<file path="config.mk">
export PLATFORM = sky130hd
export DESIGN_NAME = mem_cycle_sequencer
export DESIGN_NICKNAME = d
export VERILOG_FILES = /design/src/rtl/mem_cycle_sequencer.sv
export SDC_FILE = /design/constraint.sdc
export NUM_CORES = 1
export LEC_CHECK = 0
export ABC_AREA = 1
export CAP_MARGIN = 20
export CELL_PAD_IN_SITES_DETAIL_PLACEMENT = 1
export CELL_PAD_IN_SITES_GLOBAL_PLACEMENT = 1
export CORE_AREA = 5 5 116 118
export CTS_BUF_LIST = sky130_fd_sc_hd__clkbuf_2
export DETAILED_ROUTE_END_ITERATION = 7
export DIE_AREA = 0 0 121 123
export DONT_BUFFER_PORTS = 1
export PLACE_DENSITY_LB_ADDON = 0.08
export SLEW_MARGIN = 30
export SYNTH_ARGS = -nofsm -noshare
export SYNTH_HDL_FRONTEND = slang
export SYNTH_SLANG_ARGS = --single-unit
</file>
<file path="constraint.sdc">
create_clock -name clk -period 9.9 [get_ports clk]
set_input_delay 1.485 -clock clk [delete_from_list [all_inputs] [get_ports clk]]
set_output_delay 1.485 -clock clk [all_outputs]
set_load 0.01 [all_outputs]
</file>
<file path="src/rtl/mem_cycle_sequencer.sv">
// rtl/mem_cycle_sequencer.sv - FETCH/EXEC1/EXEC2 sequencer and Avalon-MM master for fetch and data access
module mem_cycle_sequencer #(
  parameter logic [31:0] RESET_VECTOR = 32'hBFC00000,
  parameter logic [31:0] HALT_ADDR    = 32'h00000000
) (
  input  logic        clk,
  input  logic        reset,
  input  logic [31:0] pc_in,
  input  logic        is_load,
  input  logic        is_store,
  input  logic [31:0] data_address,
  input  logic [3:0]  data_byteenable,
  input  logic [31:0] data_writedata,
  output logic [31:0] mem_address,
  output logic        mem_read,
  output logic        mem_write,
  output logic [3:0]  mem_byteenable,
  output logic [31:0] mem_writedata,
  input  logic        mem_waitrequest,
  input  logic [31:0] mem_readdata,
  output logic [1:0]  state,
  output logic [31:0] instr_out,
  output logic [31:0] load_data,
  output logic        commit,
  output logic        active,
  output logic [31:0] pc_reset_val
);

  typedef enum logic [1:0] {
    FETCH  = 2'b00,
    EXEC1  = 2'b01,
    EXEC2  = 2'b10,
    HALTED = 2'b11
  } state_t;

  state_t      cur, nxt;
  logic        issued, issued_nxt;
  logic        read_nxt, write_nxt, commit_nxt, active_nxt;
  logic [31:0] addr_nxt, wdata_nxt, instr_nxt, load_nxt;
  logic [3:0]  be_nxt;
  logic        xfer_done;
  logic        unused_addr_bits;

  assign state            = cur;
  assign pc_reset_val     = RESET_VECTOR;
  assign unused_addr_bits = ^data_address[1:0];

  always_ff @(posedge clk or posedge reset) begin
    if (reset) begin
      cur            <= FETCH;
      issued         <= 1'b0;
      mem_read       <= 1'b0;
      mem_write      <= 1'b0;
      mem_address    <= 32'h0;
      mem_byteenable <= 4'h0;
      mem_writedata  <= 32'h0;
      instr_out      <= 32'h0;
      load_data      <= 32'h0;
      commit         <= 1'b0;
      active         <= 1'b1;
    end else begin
      cur            <= nxt;
      issued         <= issued_nxt;
      mem_read       <= read_nxt;
      mem_write      <= write_nxt;
      mem_address    <= addr_nxt;
      mem_byteenable <= be_nxt;
      mem_writedata  <= wdata_nxt;
      instr_out      <= instr_nxt;
      load_data      <= load_nxt;
      commit         <= commit_nxt;
      active         <= active_nxt;
    end
  end

  always_comb begin
    nxt        = cur;
    issued_nxt = issued;
    read_nxt   = mem_read;
    write_nxt  = mem_write;
    addr_nxt   = mem_address;
    be_nxt     = mem_byteenable;
    wdata_nxt  = mem_writedata;
    instr_nxt  = instr_out;
    load_nxt   = load_data;
    commit_nxt = 1'b0;
    active_nxt = active;
    xfer_done  = (mem_read | mem_write) & ~mem_waitrequest;

    case (cur)
      FETCH: begin
        if (!issued) begin
          if (pc_in == HALT_ADDR) begin
            nxt        = HALTED;
            active_nxt = 1'b0;
          end else begin
            read_nxt   = 1'b1;
            addr_nxt   = {pc_in[31:2], 2'b00};
            be_nxt     = 4'b1111;
            issued_nxt = 1'b1;
          end
        end else if (xfer_done) begin
          read_nxt   = 1'b0;
          issued_nxt = 1'b0;
          instr_nxt  = mem_readdata;
          nxt        = EXEC1;
        end
      end
      EXEC1: begin
        if (!issued) begin
          // Load wins when decode flags both; the bus never sees read and write together.
          if (is_load) begin
            read_nxt   = 1'b1;
            addr_nxt   = {data_address[31:2], 2'b00};
            be_nxt     = data_byteenable;
            issued_nxt = 1'b1;
          end else if (is_store) begin
            write_nxt  = 1'b1;
            addr_nxt   = {data_address[31:2], 2'b00};
            be_nxt     = data_byteenable;
            wdata_nxt  = data_writedata;
            issued_nxt = 1'b1;
          end else begin
            nxt        = EXEC2;
            commit_nxt = 1'b1;
          end
        end else if (xfer_done) begin
          if (mem_read) begin
            load_nxt = mem_readdata;
          end
          read_nxt   = 1'b0;
          write_nxt  = 1'b0;
          issued_nxt = 1'b0;
          nxt        = EXEC2;
          commit_nxt = 1'b1;
        end
      end
      EXEC2: begin
        nxt = FETCH;
      end
      HALTED: begin
        read_nxt   = 1'b0;
        write_nxt  = 1'b0;
        active_nxt = 1'b0;
      end
    endcase
  end

endmodule
</file>
# == After elaboration in Yosys (flattened, before gate mapping) ==
# Cells that the tools add are included.
# word_totals
register_bits,139
wordCells,93
# op_classes
eq_ne,16
n_mux,46
reduce_logical,15
n_bitwise,5
# op_table
operator,n
$mux W32,5
$pmux W32 S2,1
$logic_not A32 Y1,1
$ne A3 B3 Y1 const B,9
$mux W1,22
$mux W4,5
$mux W2,7
$reduce_and A4 Y1,3
$reduce_and A3 Y1,3
$ne A2 B2 Y1 const B,4
$pmux W4 S2,1
$pmux W1 S2,3
$pmux W2 S3,1
$reduce_and A6 Y1,1
$reduce_bool A2 Y1,3
$reduce_bool A3 Y1,2
$reduce_and A5 Y1,1
$eq A2 B2 Y1 const B,2
$not A1 Y1,3
$pmux W1 S3,1
$eq A2 B1 Y1 const B,1
$logic_not A2 Y1,1
$and A1 B1 Y1,1
$or A1 B1 Y1,1

# == Depth between registers and ports, before layout ==
# logic_depth
depth_word,5
depth_mapped,11
mapped_depth_nobuf,10

# == Worst setup path before layout ==
# Ideal clock, no wire load.
# synth_path
path_kind,input to register
from,input port mem_waitrequest
to,register instr_out[19]
n_path_buf,1
arrival_ps,2383
t_required_ps,9775
slack_ps,7392
path_stages,5
path_cell_list,nor2_1 > nand2_1 > nor2_2 > buf_4 > mux2_2
# synth_between
elab_chain_cells,3
# synth_lines
item,line_no,rtl
from (decl),19,"input logic mem_waitrequest,"
$not A1 Y1,88,xfer_done = (mem_read | mem_write) & ~mem_waitrequest;
$and A1 B1 Y1,88,
$reduce_and A3 Y1 (no source line),-,
to (signal assigned),69,instr_out <= instr_nxt;
to (decl),22,"output logic [31:0] instr_out,"
# Every way passes these cells.
# A chain may end at the register's enable or synchronous reset.

# == Worst setup path after layout ==
# layout_path
from,"register cur[1], in the netlist state[1]"
to,register mem_address[25]
# layout_between
elab_chain_cells,3
# layout_lines
item,line_no,rtl
from (decl),36,"state_t cur, nxt;"
from (signal assigned),62,cur <= nxt;
$eq A2 B1 Y1 or $logic_not A2 Y1 (tied branches),90,case (cur)
$ne A3 B3 Y1 (no source line) (tied with other cells),-,
$reduce_and A5 Y1 (no source line),-,
to (signal assigned),66,mem_address <= addr_nxt;
to (decl),14,"output logic [31:0] mem_address,"
# Parallel ways exist; a longest one is shown, timed or not.

==> metrics.yaml <==
coreArea_um2: 12360
grtUsageTotal_pct: 18.46
max_freq_mhz: 357.5
routed_wl_mm: 14.08
fin_setup_tns_ns: 0
synth_seq_cells: 137
hold_violations: 0
gp_congestion: 0.8019
fin_crit_ns: 2.798
worst-r2r-cell-count: 8
synth_common_cells: "136 x dfrtp_1, 94 x mux2_2, 62 x nand2_1"
synth.cell_area_um2: 6008
post_synth_num_cell_types: 28
ir_drop_mv: 0.09139
postRouteAntennaNets: 0
cp_max_fo: 68
pwr-share-comb_pct: 3.6
dieHeight_um: 123
grt_max_degree: 73
p_per_area_nw_per_um2: 148.1
port_buffers: 0
antenna_found_initial: 0
via_per_inst: 5.148
power.switching_w: 0.0002334
run_status: "complete, no violations"
ys.flop_type: "dfrtp_1"
clockRootBuffer: "clkbuf_2"
critPathRequiredTime_ns: 10.45
area_growth_pct: 3.748
cts_sinks: 137
dieArea_um2: 14880
fin_ws_ns: 7.102
setup_viol: 0
post-cts-setup-buffers: 0
ys_seq_area_share_pct: 57.08
synth_async_sr_flop_share_pct: 100.0
p_leak_nw: 3.124
overflow: 0
power_frac_seq_pct: 62.9
dieWidth_um: 121
fin_nets: 630
ys_warn_count: 0
max_slew_margin_pct: 44.31
syn-instance-count: 489
grt_pass1_vias: 3815
drc: 0
place_ws_ns: 6.712
cts-buffers-inserted: 17
syn_avg_cell_area_um2: 12.29
pwr-share-clk_pct: 33.5
synth_top_area_share_pct: 56.64
synth_area_leaders: "dfrtp_1 57%, mux2_2 18%, mux2i_1 5.0%, buf_4 4.7%, nand2_1 3.9%"
rsz0062_at_grt: "false"
cts.path.max_buffers: 2
holdWs_ns: 0.5437
crit_path_end_kind: "flip-flop"
crit_type: "reg2reg"
synth.most_common_cell: "dfrtp_1"
cap_violations: 0
placementRows: 41
start_util_pct: 48.60
skew_ns: 0.01813
yosys.area.top_type: "dfrtp_1"
hpwl_mm: 10.60
grt_pass1_wl_mm: 20.78
htreeDepth: 4
cts.repair.resized: 0
clk_pin_slew_ns: 0.18
synth_edf_count: 0
clock_latency_ns: 0.69
layout-drive-gt1-share_pct: 30.22
cts_tree: "built"
hold_path.class: "reg2reg"
maxSlewViolCount: 0
ctsHoldBuffers: 0
hold_depth: 2
ioPinCount: 307
p_int_w: 0.0006899
critical_path_arrival_ns: 3.35
swShare_pct: 25.28
n_fill_cell: 1298
drt_first_pass_iters: 4
worst_pin_slew_ns: 0.8354
n_antenna_cell: 0
drt_iter0_markers: 92
vias: 3475
worstSetupStartpointType: "flip-flop"
routedWlPerCell_um: 20.86
fin_crit_sh_pct: 28.26
sequential cells by signal, summed over array words and instances (netlist names):
signal / count
load_data: 32
instr_out: 32
mem_write: 1
mem_writedata: 32
commit: 1
issued: 1
active: 1
mem_address: 30
mem_read: 1
mem_byteenable: 4
state: 2
final cells by class:
type                            instances  area (um^2)  area share (%)
Clock buffer                           18        90.09           1.445
Clock inverter                         14        131.4           2.108
Inverter                               14        57.56          0.9233
Multi-Input combinational cell        315         2272           36.45
Sequential cell                       137         3430           55.02
Tap cell                              172        215.2           3.452
Timing Repair Buffer                    5        37.54          0.6022
critical path, stage by stage, from the launching register on:
cell,delay [ns]
dfrtp_1,0.52
inv_1,0.15
ha_4,0.55
inv_2,0.23
nor3_1,0.33
nor3_2,0.07
nand2_2,0.07
buf_4,0.54
o21ai_0,0.18
through the flow:
step	utilization [%]	cells	cell area, um^2	total power [W]
2_1_floorplan	-	521	6128	0.0006256
3_3_place_gp	48.55	643	6002	0.0006245
3_5_place_dp	48.63	643	6012	0.0006256
4_1_cts	50.42	675	6233	0.0009432
5_1_grt	50.42	675	6233	0.0009734
6_report	50.42	675	6233	0.0009234
power by group through the flow:
stage | clock network [W] | registers, W | logic (W)
after floorplan | 0 | 0.000588 | 0.0000375
after global placement | 0 | 0.000592 | 0.0000330
after detailed placement | 0 | 0.000592 | 0.0000340
after CTS | 0.000327 | 0.000582 | 0.0000340
after global routing | 0.000351 | 0.000583 | 0.0000393
final | 0.000309 | 0.000581 | 0.0000332
path summary, 6_finish.rpt:
check                                                end  slack [ns]                 start
setup / recovery             mem_address[25]$_DFFE_PP0P_        7.10  state[1]$_DFFE_PP0P_
hold / removal                        active$_DFFE_PP1P_        0.54    active$_DFFE_PP1P_
setup reg to reg             mem_address[25]$_DFFE_PP0P_        7.10  state[1]$_DFFE_PP0P_
hold reg to reg                       active$_DFFE_PP1P_        0.54    active$_DFFE_PP1P_
max in group asynchronous   mem_writedata[3]$_DFFE_PP0P_        7.89                 reset
min in group asynchronous  mem_writedata[31]$_DFFE_PP0P_        0.72                 reset
kinds of logic (layout without fill, tap and decap cells):
logic type | Yosys count | in the layout | synth area share [%]
simple gates | 108 | 108 | 7.434
flops | 137 | 137 | 57.08
fa+ha+maj | 3 | 3 | 0.6248
buf+inv | 69 | 51 | 7.309
mux | 126 | 126 | 22.99
other cells | 2 | 34 | 0.1250
compound gates | 44 | 44 | 4.436
layout by cell type (no fill, tap or decap), drive strengths merged, types with 2 or more instances in the layout:
cell type,count
dfrtp,136
mux2,96
nand2,70
o21ai,40
conb,34
nor2,31
mux2i,30
clkbuf,18
inv,15
clkinv,6
clkinvlp,5
buf,5
nand3,3
ha,3
nand4,2
bufinv,2
nor3,2
routing by layer:
layer	global-route usage (%)	share of wire [%]	vias up
met3	9.286	12	24
met2	32.27	53	181
met1	18.51	33	1686
li1	-	-	1584
met4	8.144	2.1	0
met5	0	0	-
Note: power is estimated with default switching activity, not from simulation.
